[src/rtl/tick_pkg.sv]
// Shared constants for the tick enable generator: mode encodings and default sizing.
package tick_pkg;

    localparam logic MODE_PERIODIC = 1'b0;
    localparam logic MODE_ONESHOT  = 1'b1;

    localparam int unsigned TICK_CHANNELS       = 2;
    localparam int unsigned TICK_WIDTH          = 27;
    localparam int unsigned TICK_CNT_W          = 16;
    localparam int unsigned TICK_DEFAULT_PERIOD = 100_000_000;

endpackage

[src/rtl/tick_channel.sv]
// One tick channel: programmable period divider with one-shot support and a wrapping tick counter.
module tick_channel
    import tick_pkg::*;
#(
    parameter int unsigned          WIDTH          = TICK_WIDTH,
    parameter int unsigned          CNT_W          = TICK_CNT_W,
    parameter logic [WIDTH-1:0]     DEFAULT_PERIOD = WIDTH'(TICK_DEFAULT_PERIOD)
) (
    input  logic             clock,
    input  logic             reset,
    input  logic             hold,
    input  logic             clear_all,
    input  logic             wr_sel,
    input  logic [WIDTH-1:0] cfg_period,
    input  logic             cfg_mode,
    input  logic             cfg_en,
    output logic             tick,
    output logic             active,
    output logic [CNT_W-1:0] tick_count
);

    logic [WIDTH-1:0] period;
    logic             mode;
    logic             en;
    logic [WIDTH-1:0] count;
    logic             idle;
    logic             terminal;

    // A zero period idles the channel, so the terminal compare never sees P-1 underflow.
    assign idle     = hold || !en || (period == '0);
    assign terminal = (count == period - WIDTH'(1));
    assign active   = en;

    always_ff @(posedge clock or posedge reset) begin
        if (reset) begin
            period     <= DEFAULT_PERIOD;
            mode       <= MODE_PERIODIC;
            en         <= 1'b1;
            count      <= '0;
            tick       <= 1'b0;
            tick_count <= '0;
        end else if (clear_all) begin
            count      <= '0;
            tick       <= 1'b0;
            tick_count <= '0;
        end else if (wr_sel) begin
            period     <= cfg_period;
            mode       <= cfg_mode;
            en         <= cfg_en;
            count      <= '0;
            tick       <= 1'b0;
            tick_count <= '0;
        end else if (idle) begin
            tick       <= 1'b0;
        end else if (terminal) begin
            count      <= '0;
            tick       <= 1'b1;
            tick_count <= tick_count + CNT_W'(1);
            if (mode == MODE_ONESHOT) begin
                en <= 1'b0;
            end
        end else begin
            count      <= count + WIDTH'(1);
            tick       <= 1'b0;
        end
    end

endmodule

[src/rtl/tick_enable_gen.sv]
// Multi-channel tick generator: decodes configuration writes and bundles per-channel outputs.
module tick_enable_gen
    import tick_pkg::*;
#(
    parameter int unsigned CHANNELS       = TICK_CHANNELS,
    parameter int unsigned WIDTH          = TICK_WIDTH,
    parameter int unsigned CNT_W          = TICK_CNT_W,
    parameter int unsigned DEFAULT_PERIOD = TICK_DEFAULT_PERIOD
) (
    input  logic                      clock,
    input  logic                      reset,
    input  logic                      hold,
    input  logic                      clear_all,
    input  logic                      cfg_we,
    input  logic [2:0]                cfg_ch,
    input  logic [WIDTH-1:0]          cfg_period,
    input  logic                      cfg_mode,
    input  logic                      cfg_en,
    output logic [CHANNELS-1:0]       tick,
    output logic [CHANNELS-1:0]       active,
    output logic [CHANNELS*CNT_W-1:0] tick_count
);

    logic [CHANNELS-1:0] wr_sel;

    for (genvar c = 0; c < CHANNELS; c++) begin : g_ch
        // Channel numbers at or above CHANNELS never match, so such writes fall on the floor.
        assign wr_sel[c] = cfg_we && (cfg_ch == 3'(c));

        tick_channel #(
            .WIDTH          (WIDTH),
            .CNT_W          (CNT_W),
            .DEFAULT_PERIOD (WIDTH'(DEFAULT_PERIOD))
        ) u_channel (
            .clock      (clock),
            .reset      (reset),
            .hold       (hold),
            .clear_all  (clear_all),
            .wr_sel     (wr_sel[c]),
            .cfg_period (cfg_period),
            .cfg_mode   (cfg_mode),
            .cfg_en     (cfg_en),
            .tick       (tick[c]),
            .active     (active[c]),
            .tick_count (tick_count[c*CNT_W +: CNT_W])
        );
    end

endmodule

[config.mk]
export PLATFORM = sky130hd
export DESIGN_NAME = tick_enable_gen
export DESIGN_NICKNAME = d
export VERILOG_FILES = /design/src/rtl/tick_pkg.sv /design/src/rtl/tick_channel.sv /design/src/rtl/tick_enable_gen.sv
export SDC_FILE = /design/constraint.sdc
export NUM_CORES = 1
export LEC_CHECK = 0
export ABC_AREA = 1
export CAP_MARGIN = 20
export CORE_MARGIN = 2
export CORE_UTILIZATION = 30
export CTS_CLUSTER_DIAMETER = 200
export DETAILED_ROUTE_END_ITERATION = 10
export PLACE_DENSITY = 0.56
export SLEW_MARGIN = 15
export SYNTH_ARGS = -nofsm -noshare
export SYNTH_HDL_FRONTEND = slang
export SYNTH_SLANG_ARGS = --single-unit
[constraint.sdc]
create_clock -name clock -period 9 [get_ports clock]
set_clock_uncertainty 0.2 [all_clocks]
set_input_delay 1.35 -clock clock [delete_from_list [all_inputs] [get_ports clock]]
set_output_delay 1.35 -clock clock [all_outputs]
set_load 0.01 [all_outputs]
=== Yosys cells after proc, flatten, opt, wreduce, memory -nomap -nowiden ===
Index checks and enable logic that the tools add are counted.

* Flip-flop bits (word level): 146
* Bits in latches: 0
* RAM bits: 0
* Memory bits (read-only): 0
* Input bits: 37
* Output and inout bits: 36
* Word-level logic and storage cells: 81
* Memories: 0

* $add $sub $neg: 6
* Multiply operators: 0
* Div/mod/pow operators: 0
* Order comparisons: 0
* Equal/unequal tests: 7
* Shift operators: 0
* Multiplexer cells: 32
* Bitwise operators: 1
* Reduce and logical (&&, ||, !) cells: 23

{| class="wikitable"
|+ Operators by type and width
! operator !! count
|-
| 2-to-1 mux 27 bit || 8
|-
| 2-to-1 mux 16 bit || 8
|-
| adder 27 x 1 -> 27 bit (second input constant) || 2
|-
| == test 27 bit || 2
|-
| zero test 27 bit || 2
|-
| subtractor 27 x 1 -> 27 bit (second input constant) || 2
|-
| adder 16 x 1 -> 16 bit (second input constant) || 2
|-
| 2-to-1 mux 1 bit || 16
|-
| AND reduction 2 bit || 4
|-
| AND reduction 4 bit || 2
|-
| nonzero test 2 bit || 4
|-
| != test 3 x 2 -> 1 bit (second input constant) || 2
|-
| nonzero test 3 bit || 2
|-
| logical OR 1 bit || 4
|-
| != test 2 x 1 -> 1 bit (second input constant) || 2
|-
| == test 3 x 1 -> 1 bit (second input constant) || 1
|-
| zero test 3 bit || 1
|-
| logical AND 1 bit || 2
|-
| zero test 1 bit || 2
|-
| inverter 1 bit || 1
|}

=== Longest topological paths before layout ===
Gate-level depths: netlist of run 1.

* Depth after elaboration: 6
* Depth in mapped cells: 19
* Depth with buffers taken out: 18

=== Hierarchy ===
Synthesis of run 1 repeated with hierarchy kept, for this count alone.

* Cells, all modules: 1552
* Area, all modules: 10570.1 um^2

{| class="wikitable"
|+ Modules (own cells, without submodules)
! module !! times used !! cells an instance !! area each (um^2) !! seq. area each (um^2)
|-
| tick_channel at g_ch[0].u_channel || 1 || 773 || 5306.3 || 1843.0
|-
| tick_channel at g_ch[1].u_channel || 1 || 771 || 5233.8 || 1843.0
|-
| tick_enable_gen || 1 || 8 || 30.0 || 0.0
|}

=== Worst setup path after synthesis of run 1 ===
Ideal clock, no wire load.

* Path type: in2reg
* Start point: in clear_all
* End point: reg g_ch[0].u_channel.count[24]
* Setup time: 0.137 ns
* Data arrival time: 2.789 ns
* Required time: 8.663 ns
* Setup slack: 5.874 ns
* Cell stages on the path: 12
* Buffers on the path: 2
* Path through: clkbuf_1 inv_1 nand2_1 inv_1 nand2_1 buf_2 nand2_1 nor2_1 nand2_1 nor2_1 xor2_1 a21oi_1

* Cells in the longest elaborated chain, start to end: 1
* Elaborated cells on any way between the ends: 2
* Those cells by class: 1 x eq/ne; 1 x mux

{| class="wikitable"
|+ RTL lines
! element !! RTL line !! source
|-
| from (decl) || tick_enable_gen.sv:13 || <nowiki>input logic clear_all,</nowiki>
|-
| != test 3 x 2 -> 1 bit (no source line) or 2-to-1 mux 27 bit (tied branches) || - ||
|-
| to (signal assigned) || tick_channel.sv:63 || <nowiki>count <= count + WIDTH'(1);</nowiki>
|-
| to (decl) || tick_channel.sv:25 || <nowiki>logic [WIDTH-1:0] count;</nowiki>
|}

Parallel ways exist; a longest one is shown, timed or not.
A chain may end at the register's enable or synchronous reset.

=== Final worst setup path of run 1 ===
Ends and elaborated chain as after synthesis.

==> results_dict.tcl, run 1 <==
set metrics [dict create \
    yosysSeqAreaShare_pct 37.3 \
    worstSkewPairLatency_ps 430 \
    cp_cell_sequence "clkdlybuf4s50_1, inv_1, nand2_1, inv_1, nand2_1, buf_4, nand2_1, nor2_1, nand2_1, nor2_1, xor2_1, a21oi_1" \
    synth-seq-cells 146 \
    synth_top_family_by_area "simple AND/OR/NAND/NOR gates" \
    synth_edf_count 0 \
    crit_path_start "clear_all" \
    cp_common_cell "nand2_1" \
    worst_path_max_delay_cell "clkdlybuf4s50_1" \
    row_count 66 \
    syn_area_per_cell_um2 6.84 \
    synth_fa_ha_area_share_pct 0.760 \
    period_share_pct 48.2 \
    grt_use_total_pct 17.3 \
    critical_path.max_stage_delay_ps 900 \
    ys_types 45 \
    critPathKind "in2reg" \
    dp_hpwl_um 21800 \
    cp_max_fo 46 \
    setup_tns_ps 0 \
    synth-compound-area-share_pct 6.66 \
    power.switching_w 0.000672 \
    holdWs_ps 289 \
    overflow 0 \
    first_global_vias 8963 \
    ctsResizeCount 0 \
    cp_data_required_time_ps 9100 \
    p_seq_share_pct 42.9 \
    finalCriticalPeriod_ps 4340 \
    wire_per_inst_um 14.8 \
    total_power_w 0.00192 \
    clock_path_buffers 2 \
    setup_viol_count_final 0 \
    clk_pin_slew_ps 70 \
    dp.cells 1920 \
    fp.dieH_um 185 \
    mappedNetlistNets 1487 \
    grt_pass1_wl_um 46600 \
    gp_congestion 0.878 \
    p_per_area_mw_per_mm2 167 \
    setup_slack_ps 4660 \
    cts.sinks 146 \
    start_util_pct 30.4 \
    layout.cells.non_filler 1954 \
    r2r_start "g_ch[0].u_channel.period[0]" \
    pin_count 73 \
    synth-simple-area-share_pct 38.0 \
    critPathBufInv 4 \
    synth_area_mm2 0.00988 \
    max_slew_margin_pct 32.5 \
    area_growth_pct 16.6 \
    drt_iter0_drc 578 \
    cts_root_buffer "clkbuf_16" \
    synthCells 1444 \
    hold_path_depth 2 \
    h-tree-depth 4 \
    min_from "g_ch[0].u_channel.active" \
    p_int_w 0.00125 \
    async_flop_share_pct 100 \
    timing.fmax_mhz 231 \
    vias 9259 \
    start_kind "input pin" \
    synthFlopType "dfrtp_1" \
    final_antenna_net_count 0 \
    final-hold-violation-count 0 \
    drive_above_1_share_pct 6.82 \
    fp.coreArea_mm2 0.0325 \
    routed_wl_um 28800 \
    die_area_mm2 0.0344 \
    die_w_um 185 \
    cts_hold_buffers 0 \
    finalMaxSlewViolations 0 \
    cp.depth 12 \
    rsz0062_at_grt "false" \
    synth_xor_area_share_pct 8.47 \
    maxCapViolCount 0 \
    swShare_pct 35.0 \
    p_comb_share_pct 21.4 \
    worst_path_dominant_cell_family "buffers and inverters" \
    ir_worst_vdd_mv 0.123 \
    numCtsBuffers 17 \
    layout.nets 1540 \
    power.leakage_nw 5.14 \
    grt_max_degree 87 \
    min_path_type "reg2reg" \
    io_buffers 72 \
    end_kind "flip-flop" \
    vias_per_cell 4.74 \
    status "finished, final reports clean" \
    clock_power_share_pct 35.8 \
    tightest_slew_ps 1010 \
    firstDrtPassIters 5 \
    drc 0 \
    cts_tree "done" \
    crit_arrival_ps 4430 \
    yosys_warnings 0 \
    cts_setup_buffers 0 \
    synthMuxAreaShare_pct 0.342 \
    antenna_found_initial 1 \
    dp_slack_ps 4180 \
    rr_worst_depth 17 \
]
[worst min-delay path: stages (launching register included)]
cell     delay, ps
dfstp_2        390
nand2_1         60
nand2_1         40
[path summary, 6_finish.rpt]
check	slack [ps]	endpoint
min in group asynchronous	1290	g_ch[0].u_channel.period[10]
setup reg to reg	5300	g_ch[0].u_channel.tick_count[4]
hold / removal	290	g_ch[0].u_channel.active
setup / recovery	4660	g_ch[0].u_channel.count[24]
hold reg to reg	290	g_ch[0].u_channel.active
max in group asynchronous	5940	g_ch[0].u_channel.count[4]
[placed cells by master, fill, tap and decap left out, types with 3 or more instances in the layout]
cell	instances
xnor2_1	23
o21bai_1	4
nand3b_1	15
inv_1	156
nand3_1	115
dfstp_2	26
nor2_4	7
nand2_4	3
and2_1	3
clkbuf_16	17
nand4_1	23
nand2_2	8
nor2_2	14
clkinvlp_4	3
mux2_2	3
inv_2	4
and3_1	3
clkdlybuf4s50_1	72
inv_6	6
xor2_1	70
o21ai_0	64
nor3_1	39
a21oi_1	47
buf_4	3
dfrtp_1	120
ha_1	6
nand2_1	415
nor2_1	203
nor4_1	12
[stage by stage]
stage          utilization (%)  cell area, um^2
6_report                  35.5            11500
2_1_floorplan                -             9880
4_1_cts                   35.5            11500
5_1_grt                   35.5            11500
3_5_place_dp              33.8            11000
3_3_place_gp              33.8            11000
[routing by layer]
metal,GRT usage [%],wire (um),up-vias
met3,2.72,942,57
met4,7.11,979,0
li1,-,-,4686
met2,29.3,13800,157
met5,0,0,-
met1,21.9,13100,4359
[power groups by stage]
stage          sequential, W  clock (W)  combinational [W]
2_1_floorplan       0.000797          0           0.000316
3_3_place_gp        0.000830          0           0.000403
3_5_place_dp        0.000831          0           0.000409
4_1_cts             0.000821   0.000703           0.000411
5_1_grt             0.000831   0.000730           0.000469
6_report            0.000823   0.000686           0.000410
[registers in the layout, summed over array words and instances, names as in the netlist]
register,flops
g_ch.u_channel.count,54
g_ch.u_channel.period,54
g_ch.u_channel.tick_count,32
g_ch.u_channel.active,2
g_ch.u_channel.mode,2
g_ch.u_channel.tick,2
[logic make-up (layout without fill, tap and decap cells)]
family,Yosys count,count (layout)
and+or+nand+nor,867,867
buffers and inverters,203,269
DFF,146,146
AOI/OAI and AO/OA,125,125
xor gates and xnor gates,94,94
adders and majority gates,6,6
muxes,3,3
other,0,2
[synthesized netlist by cell type (6+ instances only)]
library cell | instances | share of area (%)
dfstp_2 | 26 | 6.9
inv_1 | 157 | 6.0
ha_1 | 6 | 0.76
nor2_4 | 7 | 0.80
buf_4 | 8 | 0.61
nor2_1 | 204 | 7.8
nor3_1 | 39 | 2.0
buf_2 | 8 | 0.41
nor4_1 | 12 | 0.76
dfrtp_1 | 120 | 30
clkbuf_1 | 19 | 0.72
xnor2_1 | 23 | 2.0
nor2_2 | 13 | 0.82
o21ai_0 | 64 | 3.2
nand3_1 | 115 | 5.8
nand3b_1 | 15 | 1.1
nand2_1 | 416 | 16
nand2_2 | 7 | 0.44
a21oi_1 | 47 | 2.4
xor2_1 | 70 | 6.2
nand4_1 | 23 | 1.5
[final cells by class]
cell class | instances | area (um^2)
fill | 3459 | 20900
tap | 442 | 553
clock inverter | 14 | 123
sequential | 146 | 3690
multi-input combinational | 1095 | 5360
clock buffer | 18 | 429
inverter | 162 | 613
timing repair buffer | 75 | 743
antenna | 2 | 5.00
Note: power is estimated with default switching activity, not from simulation.
==> run 2, diff against run 1 <==
--- a/config.mk
+++ b/config.mk
@@ -11,7 +11,7 @@
 export CORE_UTILIZATION = 30
 export CTS_CLUSTER_DIAMETER = 200
 export DETAILED_ROUTE_END_ITERATION = 10
-export PLACE_DENSITY = 0.56
+export PLACE_DENSITY = 0.58
 export SLEW_MARGIN = 15
 export SYNTH_ARGS = -nofsm -noshare
 export SYNTH_HDL_FRONTEND = slang
==> constraint.sdc (replaced) <==
create_clock -name clock -period 3.75 [get_ports clock]
set_clock_uncertainty 0.2 [all_clocks]
set_input_delay 0.5625 -clock clock [delete_from_list [all_inputs] [get_ports clock]]
set_output_delay 0.5625 -clock clock [all_outputs]
set_load 0.01 [all_outputs]
==> run 2 against run 1 <==
Effect of this change: die area stayed put; sequential power grew 140%; global-route usage grew 0.074 points; register-to-register slack got worse by 4800 ps; cell count grew 0.51%; core utilization rose by 0.42 points; cell area grew 1.2%; critical path depth up 4; flip-flop and latch count unchanged; first-iteration DRC count rose by 0.52%; critical path type is now reg2reg; largest cell class unchanged.
==> results_dict.tcl, run 2 (synthesis gave the netlist of run 1 again) <==
set metrics [dict create \
    cts_hold_buffers 0 \
    fp.coreArea_mm2 0.0325 \
    numCtsBuffers 17 \
    dp_hpwl_um 22500 \
    period_share_pct 87.2 \
    rsz0062_at_grt "false" \
    grt_pass1_wl_um 46800 \
    timing.fmax_mhz 306 \
    setup_viol_count_final 0 \
    start_kind "flip-flop" \
    worstSkewPairLatency_ps 430 \
    critical_path.max_stage_delay_ps 380 \
    n_antenna_cell 0 \
    critPathKind "reg2reg" \
    finalMaxSlewViolations 0 \
    power.switching_w 0.00157 \
    routed_wl_um 28800 \
    grt_use_total_pct 17.4 \
    layout_commonest_cell "nand2_1" \
    p_comb_share_pct 21.6 \
    ir_worst_vdd_mv 0.383 \
    ctsResizeCount 0 \
    finalCriticalPeriod_ps 3270 \
    drive_above_1_share_pct 7.69 \
    firstDrtPassIters 5 \
    vias 9229 \
    power.leakage_nw 5.21 \
    drc 0 \
    cp_common_cell "nand2_1" \
    maxCapViolCount 0 \
    holdWs_ps 289 \
    die_area_mm2 0.0344 \
    status "finished, final reports clean" \
    vias_per_cell 4.70 \
    p_seq_share_pct 42.3 \
    drt_iter0_drc 581 \
    antenna_found_initial 0 \
    p_per_area_mw_per_mm2 400 \
    gp_congestion 0.930 \
    cp_max_fo 25 \
    cp_cell_sequence "inv_1, ha_1, nand2_2, nor2_4, nand2_1, nand2_1, nand3_1, nor2_1, nand2_1, nor2_1, nand2_1, nor2_4, nand2_4, nand2_2, buf_4, nor3_1" \
    first_global_vias 8953 \
    clock_path_buffers 2 \
    end_kind "flip-flop" \
    clk_pin_slew_ps 60 \
    crit_arrival_ps 3370 \
    cts_setup_buffers 0 \
    cts.sinks 146 \
    start_util_pct 30.4 \
    min_path_type "reg2reg" \
    clock_power_share_pct 36.1 \
    cp_data_required_time_ps 3850 \
    setup_tns_ps 0 \
    h-tree-depth 4 \
    grt_max_degree 58 \
    final_antenna_net_count 0 \
    area_growth_pct 18.0 \
    p_int_w 0.00309 \
    cts_tree "done" \
    cts_root_buffer "clkbuf_16" \
    top_regs "g_ch.u_channel.count (54), g_ch.u_channel.period (54), g_ch.u_channel.tick_count (32)" \
    fp.dieH_um 185 \
    max_slew_margin_pct 47.0 \
    die_w_um 185 \
    final-hold-violation-count 0 \
    row_count 66 \
    pin_count 73 \
    swShare_pct 33.6 \
    layout_common_cells "nand2_1 (415), nor2_1 (203), inv_1 (156)" \
    tightest_slew_ps 794 \
    overflow 0 \
    wire_per_inst_um 14.7 \
    io_buffers 72 \
    layout.nets 1552 \
    worst_path_max_delay_cell "dfrtp_1" \
]
run 2: cell type report:
type	count	area [um^2]
Sequential cell	146	3690
Multi-Input combinational cell	1095	5360
Timing Repair Buffer	87	858
Inverter	162	612
Clock buffer	19	453
Clock inverter	13	126
Tap cell	442	553
Fill cell	3457	20800
run 2: worst max-delay path, delay by kind of cell (launching register included):
| kind | cells | cell delay (ps) |
|---|---|---|
| buf+inv | 2 | 470 |
| fa+ha+maj | 1 | 210 |
| flops | 1 | 380 |
| simple gates | 13 | 1850 |
run 2: routing by layer:
| layer | track usage (%) | share of wire (%) |
|---|---|---|
| met1 | 22.7 | 46 |
| met2 | 30.0 | 49 |
| met3 | 2.60 | 2.8 |
| met4 | 4.38 | 1.5 |
| met5 | 0 | 0 |
run 2: stage by stage:
stage / worst slack [ps] / total power [W] / std cells / instance area (um^2) / util [%]
2_1_floorplan: 1180 / 0.00267 / 1444 / 9880 / -
3_3_place_gp: 502 / 0.00299 / 1932 / 11100 / 34.1
3_5_place_dp: 438 / 0.00300 / 1932 / 11100 / 34.1
4_1_cts: 438 / 0.00470 / 1964 / 11700 / 35.9
5_1_grt: 114 / 0.00493 / 1964 / 11700 / 35.9
6_report: 479 / 0.00466 / 1964 / 11700 / 35.9
run 2: power by group through the flow:
stage          clock network, W  logic (W)  registers (W)
6_report                0.00168    0.00100        0.00197
5_1_grt                 0.00179    0.00115        0.00199
4_1_cts                 0.00172    0.00101        0.00197
3_5_place_dp                  0    0.00101        0.00199
3_3_place_gp                  0   0.000994        0.00199
2_1_floorplan                 0   0.000759        0.00191
run 2: path summary, 6_finish.rpt:
check	startpoint	to	slack, ps	cells after the start
max in group asynchronous	reset	g_ch[0].u_channel.period[26]	2070	3
worst min register to register	g_ch[0].u_channel.active	g_ch[0].u_channel.active	290	2
worst max register to register	g_ch[1].u_channel.period[1]	g_ch[1].u_channel.count[9]	480	16
min in group asynchronous	reset	g_ch[0].u_channel.period[2]	430	2
worst min-delay path	g_ch[0].u_channel.active	g_ch[0].u_channel.active	290	2
worst max-delay path	g_ch[1].u_channel.period[1]	g_ch[1].u_channel.count[9]	480	16
==> run 3, diff against run 2 <==
--- a/config.mk
+++ b/config.mk
@@ -6,11 +6,12 @@
 export NUM_CORES = 1
 export LEC_CHECK = 0
 export ABC_AREA = 1
-export CAP_MARGIN = 20
+export CAP_MARGIN = 40
 export CORE_MARGIN = 2
 export CORE_UTILIZATION = 30
 export CTS_CLUSTER_DIAMETER = 200
 export DETAILED_ROUTE_END_ITERATION = 10
+export GPL_TIMING_DRIVEN = 0
 export PLACE_DENSITY = 0.58
 export SLEW_MARGIN = 15
 export SYNTH_ARGS = -nofsm -noshare
==> constraint.sdc (replaced) <==
create_clock -name clock -period 2.9 [get_ports clock]
set_clock_uncertainty 0.2 [all_clocks]
set_input_delay 0.435 -clock clock [delete_from_list [all_inputs] [get_ports clock]]
set_output_delay 0.435 -clock clock [all_outputs]
set_load 0.01 [all_outputs]
==> run 3 against run 2 <==
Effect of this change: cell count grew 2.2%; worst setup slack lost 320 ps; clock-buffer cell count is the same; sequential power grew 29%; via count grew 2.1%; critical path type unchanged; largest cell class unchanged.
==> results_dict.tcl, run 3 (synthesis gave the netlist of run 1 again) <==
set metrics [dict create \
    dp.cells 1961 \
    maxCapViolCount 0 \
    final-hold-violation-count 0 \
    timing.fmax_mhz 365 \
    vias 9419 \
    die_area_mm2 0.0344 \
    worstSkewPairLatency_ps 440 \
    ff_latch_area_mm2 0.00369 \
    overflow 0 \
    tightest_slew_ps 562 \
    ir_worst_vdd_mv 0.440 \
    layout_commonest_cell "nand2_1" \
    final_antenna_net_count 0 \
    grt_max_degree 35 \
    vias_per_cell 4.69 \
    drc 0 \
    p_per_area_mw_per_mm2 514 \
    r2r_slack_ps 160 \
    drt_iter0_drc 576 \
    min_path_type "in2async" \
    area_growth_pct 22.5 \
    setup_viol_count_final 0 \
    end_kind "flip-flop" \
    critPathBufInv 3 \
    fp.coreArea_mm2 0.0325 \
    cts_tree "done" \
    layout_common_cells "nand2_1 (413), nor2_1 (189), inv_1 (153)" \
    pin_count 73 \
    cts_root_buffer "clkbuf_16" \
    start_kind "flip-flop" \
    worst_path_max_delay_cell "dfrtp_1" \
    start_util_pct 30.4 \
    max_slew_margin_pct 62.5 \
    status "finished, final reports clean" \
    row_count 66 \
    h-tree-depth 4 \
    rsz0062_at_grt "true" \
    critPathKind "reg2reg" \
    cp_data_required_time_ps 3020 \
    antenna_found_initial 1 \
    layout.nets 1595 \
    gp_congestion 0.930 \
    worst_path_dominant_cell_family "simple AND/OR/NAND/NOR gates" \
    period_share_pct 94.4 \
    critical_path.max_stage_delay_ps 410 \
    numCtsBuffers 17 \
    grt_pass1_wl_um 45900 \
    total_power_w 0.00622 \
    fill_cells 3354 \
    routed_wl_um 28600 \
    cts.sinks 146 \
    clk_pin_slew_ps 70 \
    rr_worst_depth 17 \
    first_global_vias 8813 \
    finalMaxSlewViolations 0 \
    finalCriticalPeriod_ps 2740 \
    top_regs "g_ch.u_channel.count (54), g_ch.u_channel.period (54), g_ch.u_channel.tick_count (32)" \
    drive_above_1_share_pct 10.9 \
    grt_use_total_pct 17.1 \
    dp_hpwl_um 22500 \
    multi_input_area_mm2 0.00551 \
    wire_per_inst_um 14.3 \
    r2r_start "g_ch[1].u_channel.period[0]" \
    die_w_um 185 \
    firstDrtPassIters 4 \
    cp_max_fo 10 \
    clock_path_buffers 2 \
    reg2reg_to "g_ch[1].u_channel.count[14]" \
    cp_cell_sequence "inv_2, ha_4, nand2_4, nor2_4, nand2_2, nand2_1, nand2_1, nor2_1, nand3_1, nor2_1, nand3_1, nor2_4, nand2_4, nand2_4, buf_6, buf_8, nor2_1" \
    crit_arrival_ps 2860 \
    io_buffers 71 \
    cp.depth 17 \
    layout.cells.non_filler 2008 \
    fp.dieH_um 185 \
    power.leakage_nw 5.41 \
]
==> run 3: cell types whose count changed in the layout (fill, tap and decap cells not counted), moves of 3 or more <==
cell | previous run | this run
inv_1 | 156 | 153
buf_2 | 0 | 8
nor2_1 | 203 | 189
nor2_2 | 14 | 21
inv_2 | 4 | 7
buf_4 | 13 | 21
dfrtp_1 | 120 | 115
clkbuf_2 | 0 | 3
dfrtp_2 | 0 | 5
nor2_4 | 7 | 14
clkinv_4 | 4 | 1
buf_6 | 0 | 4
clkbuf_1 | 0 | 17
==> run 3: layout make-up <==
class	instances	area share (%)
Timing Repair Buffer	91	7.51
Sequential cell	146	30.5
Clock inverter	13	1.24
Antenna cell	1	0.0207
Clock buffer	19	3.66
Multi-Input combinational cell	1095	45.5
Buffer	39	1.90
Inverter	162	5.06
Tap cell	442	4.57
==> run 3: routing by layer <==
metal  global-route usage (%)  share of wire [%]  wire length, um  vias to the layer above
met5                        0                  0                0                        -
met4                     6.32                2.6              759                        0
met3                     2.56                2.7              765                       42
met2                     29.6                 50            14300                      153
met1                     21.4                 45            12800                     4423
li1                         -                  -                -                     4801
==> run 3: per-stage QoR <==
| stage | setup WS [ps] | instance area [um^2] | setup TNS, ps | hold slack, ps | util, % |
|---|---|---|---|---|---|
| 2_1_floorplan | 453 | 9880 | 0 | 249 | - |
| 3_3_place_gp | -1010 | 11100 | -139640 | 269 | 34.3 |
| 3_5_place_dp | -423 | 11200 | -12560 | 267 | 34.6 |
| 4_1_cts | 8.45 | 11900 | 0 | 219 | 36.5 |
| 5_1_grt | -31.5 | 12100 | -228 | 247 | 37.3 |
| 6_report | 163 | 12100 | 0 | 208 | 37.3 |
==> run 3: worst max-delay path by stage <==
stage | startpoint | slack [ps] | end
floorplan | reset | 450 | g_ch[0].u_channel.count[0]
CTS | g_ch[1].u_channel.period[0] | 8 | g_ch[1].u_channel.count[14]
global route | g_ch[0].u_channel.period[9] | -30 | g_ch[0].u_channel.tick_count[0]
detailed placement | cfg_ch[1] | -420 | g_ch[0].u_channel.count[4]
finish | g_ch[1].u_channel.period[0] | 160 | g_ch[1].u_channel.count[14]
global placement | reset | -1010 | g_ch[1].u_channel.tick_count[4]
==> run 3: timing repair <==
item	CTS	global route
hold buffers	0	0
pin swaps	1	7
setup buffers	1	14
endpoints found under the setup margin	61	81
cloned	0	1
resized for setup	9	42
==> run 3: power breakdown <==
group / leakage (nW) / switching (W) / internal [W]
Clock: 0.279 / 0.000949 / 0.00131
Sequential: 1.87 / 0.000262 / 0.00228
Combinational: 3.26 / 0.000858 / 0.000567
==> run 3: worst register-to-register path, delay by kind of cell (launching register included) <==
kind	cells	cell delay, ps
flip-flops	1	410
AND/OR/NAND/NOR	13	1440
adder cells (fa/ha/maj)	1	160
buffers and inverters	3	410
